[config.mk]
export PLATFORM = sky130hd
export DESIGN_NAME = mvvlva_collector
export DESIGN_NICKNAME = d
export VERILOG_FILES = /design/src/rtl/chess_pkg.sv /design/src/rtl/rr_arbiter.sv /design/src/rtl/mvvlva_collector.sv
export SDC_FILE = /design/constraint.sdc
export NUM_CORES = 2
export LEC_CHECK = 0
export ABC_AREA = 1
export CAP_MARGIN = 20
export CORE_MARGIN = 4
export CORE_UTILIZATION = 35
export CTS_CLUSTER_SIZE = 40
export DETAILED_ROUTE_END_ITERATION = 12
export PLACE_DENSITY = 0.6
export RECOVER_POWER = 50
export SLEW_MARGIN = 20
export SYNTH_ARGS = -nofsm -noshare
export SYNTH_HDL_FRONTEND = slang
export SYNTH_HIERARCHICAL = 1
export SYNTH_SLANG_ARGS = --single-unit
[constraint.sdc]
create_clock -name clk -period 166.4 [get_ports clk]
set_clock_uncertainty 0.1 [all_clocks]
set_input_delay 16.64 -clock clk [delete_from_list [all_inputs] [get_ports clk]]
set_output_delay 16.64 -clock clk [all_outputs]
set_load 0.05 [all_outputs]
[src/rtl/chess_pkg.sv]
// Shared chess move definitions: piece codes, move word layout and MVV-LVA scoring.
package chess_pkg;

    localparam int unsigned MW      = 18;
    localparam int unsigned PIECE_W = 3;
    localparam int unsigned SQ_W    = 6;
    localparam int unsigned SCORE_W = 6;

    // Move word field offsets
    localparam int unsigned VICTIM_LSB   = 15;
    localparam int unsigned ATTACKER_LSB = 12;
    localparam int unsigned FROM_LSB     = 6;
    localparam int unsigned TO_LSB       = 0;

    localparam logic [PIECE_W-1:0] P_NONE   = 3'd0;
    localparam logic [PIECE_W-1:0] P_PAWN   = 3'd1;
    localparam logic [PIECE_W-1:0] P_KNIGHT = 3'd2;
    localparam logic [PIECE_W-1:0] P_BISHOP = 3'd3;
    localparam logic [PIECE_W-1:0] P_ROOK   = 3'd4;
    localparam logic [PIECE_W-1:0] P_QUEEN  = 3'd5;
    localparam logic [PIECE_W-1:0] P_KING   = 3'd6;

    typedef enum logic [1:0] {
        StIdle,
        StCollect,
        StDrain,
        StDone
    } coll_state_e;

    // victim*8 + (7 - attacker); a quiet move (victim 0) still ranks by cheapest mover
    function automatic logic [SCORE_W-1:0] move_score(input logic [PIECE_W-1:0] victim,
                                                      input logic [PIECE_W-1:0] attacker);
        return {victim, 3'd7 - attacker};
    endfunction

endpackage

[src/rtl/rr_arbiter.sv]
// N-way round-robin arbiter: combinational one-hot grant, registered search pointer.
module rr_arbiter #(
    parameter int unsigned N = 8
) (
    input  logic         clk,
    input  logic         rst_n,
    input  logic [N-1:0] req,
    output logic [N-1:0] grant
);

    localparam int unsigned PW = (N > 1) ? $clog2(N) : 1;

    logic [PW-1:0] ptr_q, ptr_d;
    logic          found;
    int unsigned   idx;

    // Search from the pointer; first requester wins, pointer moves just past it
    always_comb begin
        grant = '0;
        ptr_d = ptr_q;
        found = 1'b0;
        idx   = 0;
        for (int unsigned off = 0; off < N; off++) begin
            idx = (32'(ptr_q) + off) % N;
            if (!found && req[idx]) begin
                found      = 1'b1;
                grant[idx] = 1'b1;
                ptr_d      = PW'((idx + 1) % N);
            end
        end
    end

    // Pointer register
    always_ff @(posedge clk or negedge rst_n) begin
        if (!rst_n) begin
            ptr_q <= '0;
        end else begin
            ptr_q <= ptr_d;
        end
    end

endmodule

[src/rtl/mvvlva_collector.sv]
// Collects candidate moves from the column units and drains them in MVV-LVA order.
module mvvlva_collector #(
    parameter int unsigned N_COL = 8,
    parameter int unsigned DEPTH = 64,
    parameter int unsigned MW    = chess_pkg::MW
) (
    input  logic                    clk,
    input  logic                    rst_n,
    input  logic                    newboard,
    input  logic                    gen_done,
    input  logic [N_COL-1:0]        in_valid,
    input  logic [N_COL*MW-1:0]     in_move,
    output logic [N_COL-1:0]        in_ready,
    output logic                    out_valid,
    output logic [MW-1:0]           out_move,
    output logic                    out_last,
    input  logic                    out_ready,
    output logic                    list_done,
    output logic                    overflow,
    output logic [$clog2(DEPTH):0]  count
);

    import chess_pkg::*;

    localparam int unsigned IW = $clog2(DEPTH);
    localparam int unsigned CW = IW + 1;

    coll_state_e          state_q, state_d;
    logic [DEPTH-1:0]     valid_q;
    logic [MW-1:0]        entry_q [DEPTH];
    logic [CW-1:0]        count_q;
    logic                 overflow_q;

    logic                 collecting;
    logic [N_COL-1:0]     grant;
    logic [MW-1:0]        sel_move;
    logic                 accept, full, store, take;
    logic [IW-1:0]        free_idx;
    logic [IW-1:0]        best_idx;
    logic [SCORE_W-1:0]   best_score, cand_score;
    logic                 best_found;

    // Moves offered in the newboard cycle are refused
    assign collecting = (state_q == StCollect) && !newboard;

    rr_arbiter #(
        .N (N_COL)
    ) u_arb (
        .clk   (clk),
        .rst_n (rst_n),
        .req   (in_valid & {N_COL{collecting}}),
        .grant (grant)
    );

    assign in_ready = grant;
    assign accept   = |grant;
    assign full     = (count_q == CW'(DEPTH));
    // Grant still issues when full so producers never stall; the move is dropped
    assign store    = accept && !full;

    // Mux the granted channel's move word
    always_comb begin
        sel_move = '0;
        for (int i = 0; i < N_COL; i++) begin
            if (grant[i]) sel_move = in_move[i*MW +: MW];
        end
    end

    // Lowest-index free entry
    always_comb begin
        free_idx = '0;
        for (int i = DEPTH - 1; i >= 0; i--) begin
            if (!valid_q[i]) free_idx = IW'(i);
        end
    end

    // Argmax over valid entries; strict compare keeps ties on the lowest index
    always_comb begin
        best_idx   = '0;
        best_score = '0;
        best_found = 1'b0;
        cand_score = '0;
        for (int i = 0; i < DEPTH; i++) begin
            if (valid_q[i]) begin
                cand_score = move_score(entry_q[i][VICTIM_LSB +: PIECE_W],
                                        entry_q[i][ATTACKER_LSB +: PIECE_W]);
                if (!best_found || cand_score > best_score) begin
                    best_found = 1'b1;
                    best_score = cand_score;
                    best_idx   = IW'(i);
                end
            end
        end
    end

    assign out_valid = (state_q == StDrain) && (count_q != '0);
    assign out_move  = best_found ? entry_q[best_idx] : '0;
    assign out_last  = out_valid && (count_q == CW'(1));
    assign take      = out_valid && out_ready && !newboard;
    assign list_done = (state_q == StDone);
    assign overflow  = overflow_q;
    assign count     = count_q;

    // Next-state: newboard restarts collection from any state
    always_comb begin
        state_d = state_q;
        if (newboard) begin
            state_d = StCollect;
        end else begin
            unique case (state_q)
                StIdle: ;
                StCollect: begin
                    if (gen_done && (in_valid == '0)) begin
                        state_d = (count_q == '0) ? StDone : StDrain;
                    end
                end
                StDrain: begin
                    if (take && (count_q == CW'(1))) state_d = StDone;
                end
                StDone: ;
                default: state_d = StIdle;
            endcase
        end
    end

    // State register
    always_ff @(posedge clk or negedge rst_n) begin
        if (!rst_n) begin
            state_q <= StIdle;
        end else begin
            state_q <= state_d;
        end
    end

    // Entry-valid bits, occupancy and sticky overflow
    always_ff @(posedge clk or negedge rst_n) begin
        if (!rst_n) begin
            valid_q    <= '0;
            count_q    <= '0;
            overflow_q <= 1'b0;
        end else if (newboard) begin
            valid_q    <= '0;
            count_q    <= '0;
            overflow_q <= 1'b0;
        end else begin
            if (store) begin
                valid_q[free_idx] <= 1'b1;
                count_q           <= count_q + CW'(1);
            end
            if (accept && full) overflow_q <= 1'b1;
            if (take) begin
                valid_q[best_idx] <= 1'b0;
                count_q           <= count_q - CW'(1);
            end
        end
    end

    // Move payload; qualified by valid_q so no reset needed
    always_ff @(posedge clk) begin
        if (store) entry_q[free_idx] <= sel_move;
    end

endmodule

==> results.json <==
{
  "place_ws_ps": 61980,
  "via_per_inst": 5.36,
  "clk_pin_slew_ps": 60,
  "cts_max_path_buffers": 3,
  "tightest_slew_ps": 4120,
  "nFillCells": 20997,
  "cts_tree": "built",
  "fin_ws_ps": 60070,
  "clock_power_share_pct": 14.6,
  "drtPass1Iterations": 6,
  "fmax_mhz": 9.40,
  "gr-usage-all-layers_pct": 23.3,
  "drive_gt1_share_pct": 16.5,
  "die_w_microns": 468,
  "dp.cells": 10636,
  "io_pins": 194,
  "fp.coreArea_sq_mm": 0.210,
  "syn_area_sq_mm": 0.0742,
  "cellPowerDensity_mw_per_mm2": 25.5,
  "clock_sinks": 1229,
  "synth_cell_type_count": 85,
  "dpl-instance-area_sq_mm": 0.0771,
  "drt_iter0_drc": 6357,
  "synth_edf_count": 1152,
  "slew_viol_final": 970,
  "setup_tns_ps": 0,
  "grt_max_degree": 76,
  "arrival_ps": 89590,
  "htree_levels": 4,
  "leakage_nw": 33.8,
  "cts_setup_buffers": 0,
  "route.detailed.drc": 0,
  "syn_area_per_cell_sq_um": 9.48,
  "synth-main-ff-cell": "edfxtp_1",
  "ir_worst_vdd_uv": 80.7,
  "totalPowerFinal_mw": 2.07,
  "crit_path_top_delay_cell": "clkdlybuf4s50_1",
  "fin_crit_sh_pct": 63.9,
  "cpPeakStageDelay_ps": 960,
  "cts.repair.resized": 0,
  "multi_input_area_sq_mm": 0.0301,
  "drv_cap": 29,
  "synth_cells": 7823,
  "root_buffer": "clkbuf_16",
  "final_nets": 8408,
  "path_max_fanout": 43,
  "crit_family": "simple AND/OR/NAND/NOR gates",
  "switchingPower_uw": 998,
  "dieArea_sq_mm": 0.219,
  "wl_per_cell_microns": 24.0,
  "io_buffer_count": 193,
  "crit_top_cell": "nand2_1",
  "cts_buffers": 138,
  "crit_path_start_kind": "flip-flop",
  "sw_frac_of_total_pct": 48.3,
  "grt_setup_unrepaired": "no",
  "area_growth_pct": 9.45,
  "status": "finished with violations",
  "regArea_sq_mm": 0.0365,
  "start_util_pct": 35.3,
  "grt_overflow_total": 0,
  "ys_seq_area_share_pct": 49.2,
  "violations": "capacitance limit, slew limit",
  "grt_pass1_vias": 56150,
  "final_cell_area_sq_mm": 0.0812,
  "die_h_microns": 468,
  "clkLatencyLatePin_ps": 780,
  "hold_viol": 0,
  "fin_crit_ps": 106330,
  "setup_viol": 0,
  "final_cells": 10892,
  "antenna_found_initial": 11,
  "rows": 168,
  "ant_nets": 0,
  "wl_microns": 261000,
  "gp_congestion": 0.943,
  "hold_class": "reg2reg",
  "worst-setup-path-type": "reg2out",
  "vias": 58362,
  "worst_slew_margin_rel_pct": -175,
  "required_ps": 149660,
  "grt_pass1_wl_microns": 379000,
  "critPathCaptureType": "output port",
  "ys_warn_count": 6,
  "ys_ff_latch": 1229,
  "synth_nets": 8260,
  "combPwrFrac_pct": 52.0,
  "hold_buffers": 0,
  "critPathBufInv": 24,
  "pwr-share-seq_pct": 33.4,
  "hpwlAfterDp_microns": 177000,
  "async_reset_ff_share_pct": 6.27,
  "p_int_mw": 1.07
}
[final cells by class]
cell class,count,area share [%]
Multi-Input combinational cell,5302,37.1
Sequential cell,1229,45.0
Inverter,973,4.63
Clock inverter,66,0.677
Tap cell,2805,4.32
Clock buffer,187,4.76
Timing Repair Buffer,327,3.47
Antenna cell,3,0.00925
[worst paths after layout]
kind / start / endpoint / slack (ps) / depth (start not counted)
setup / recovery: valid_q[0]$_DFF_PN0_ / out_move[10] / 60070 / 595
hold / removal: state_q[1]$_DFFE_PN0P_ / state_q[1]$_DFFE_PN0P_ / 430 / 2
setup reg to reg: valid_q[0]$_DFF_PN0_ / valid_q[23]$_DFF_PN0_ / 78950 / 593
hold reg to reg: state_q[1]$_DFFE_PN0P_ / state_q[1]$_DFFE_PN0P_ / 430 / 2
max in group asynchronous: rst_n / valid_q[38]$_DFF_PN0_ / 145400 / 2
min in group asynchronous: rst_n / count[3]$_DFFE_PN0P_ / 16440 / 1
[state kept, by name (all words and copies together) (netlist names)]
signal	flops
entry_q	1152
state_q	2
count	7
u_arb/ptr_q	3
valid_q	64
overflow	1
[Yosys cell counts, types with 8 or more instances]
master              n  share of area [%]
a21boi_0            9              0.091
a21oi_1           164                1.1
a21oi_2            17               0.20
a31oi_1            31               0.26
buf_12             47                1.3
buf_4              33               0.33
buf_6              46               0.70
buf_8              45               0.91
bufbuf_8           19               0.48
clkbuf_1           26               0.13
clkbuf_2            8              0.054
clkbuf_4           12               0.12
clkbuf_8           46               0.85
clkdlybuf4s15_1    13               0.18
clkinv_1           29               0.15
dfrtp_1            77                2.6
edfxtp_1         1152                 47
ha_1              280                4.7
inv_1             893                4.5
inv_2              26               0.13
inv_4              11              0.093
nand2_1          1250                6.3
nand2_2           347                2.9
nand2_4            90                1.4
nand3_1           677                4.6
nand3_2            60               0.81
nand3b_1          153                1.5
nand4_1            73               0.62
nor2_1            783                4.0
nor2_2            263                2.2
nor2_4             31               0.47
nor3_1             35               0.24
nor3_2             23               0.31
o21ai_0           535                3.6
o21ai_1           153                1.0
o21ai_2            43               0.51
o21bai_1          114                1.2
o221ai_1           27               0.32
o22ai_1            47               0.40
o22ai_2            10               0.17
[cell families after synthesis]
group	synth area share [%]
buffers and inverters	10.5
xor gates and xnor gates	0.0810
adders and majority gates	4.72
DFF	49.2
muxes	0.0135
and+or+nand+nor	26.1
AOI/OAI and AO/OA	9.37
[layer usage]
layer  global-route usage (%)  vias to the layer above  share of wire (%)
li1                         -                    26705                  -
met1                     30.2                    28341                 40
met2                     38.0                     2765                 46
met3                     4.11                      549                8.8
met4                     10.4                        2                4.9
met5                        0                        -             0.0061
[through the flow]
step | utilization, % | hold slack [ps]
final | 38.6 | 431
after global placement | 36.7 | 396
after detailed placement | 36.7 | 421
after global routing | 38.6 | 464
after floorplan | - | 375
after CTS | 38.8 | 430
[worst min-delay path: stages, from the launching register on]
cell     delay [ps]
dfrtp_1         370
nand2_1          60
o21ai_0          60
[layout by cell type, fill, tap and decap left out, types with 32 or more instances in the layout]
cell and n:
clkinv_2 32, nor2_4 35, edfxtp_1 1152, buf_4 91
o21ai_1 153, nor3_1 37, nand3_2 60, inv_1 892
nand2_1 1251, clkdlybuf4s50_1 180, nand4_1 73, dfrtp_1 77
o21ai_2 43, nand2_2 346, ha_1 280, nand3_1 678
nand3b_1 153, o22ai_1 47, clkinv_1 46, nor2_1 736
a21oi_1 164, clkbuf_16 143, clkbuf_1 73, nor2_2 306
nand2_4 88, o21ai_0 534, o21bai_1 114
[power by group through the flow]
stage               Sequential (mW)  Clock, mW  Combinational [mW]
finish                        0.690      0.302                1.07
global route                  0.691      0.319                1.15
CTS                           0.659      0.305                1.09
detailed placement            0.666          0                1.09
global placement              0.666          0                1.07
floorplan                     0.691          0               0.589
Power figures use the tool's default switching activity.
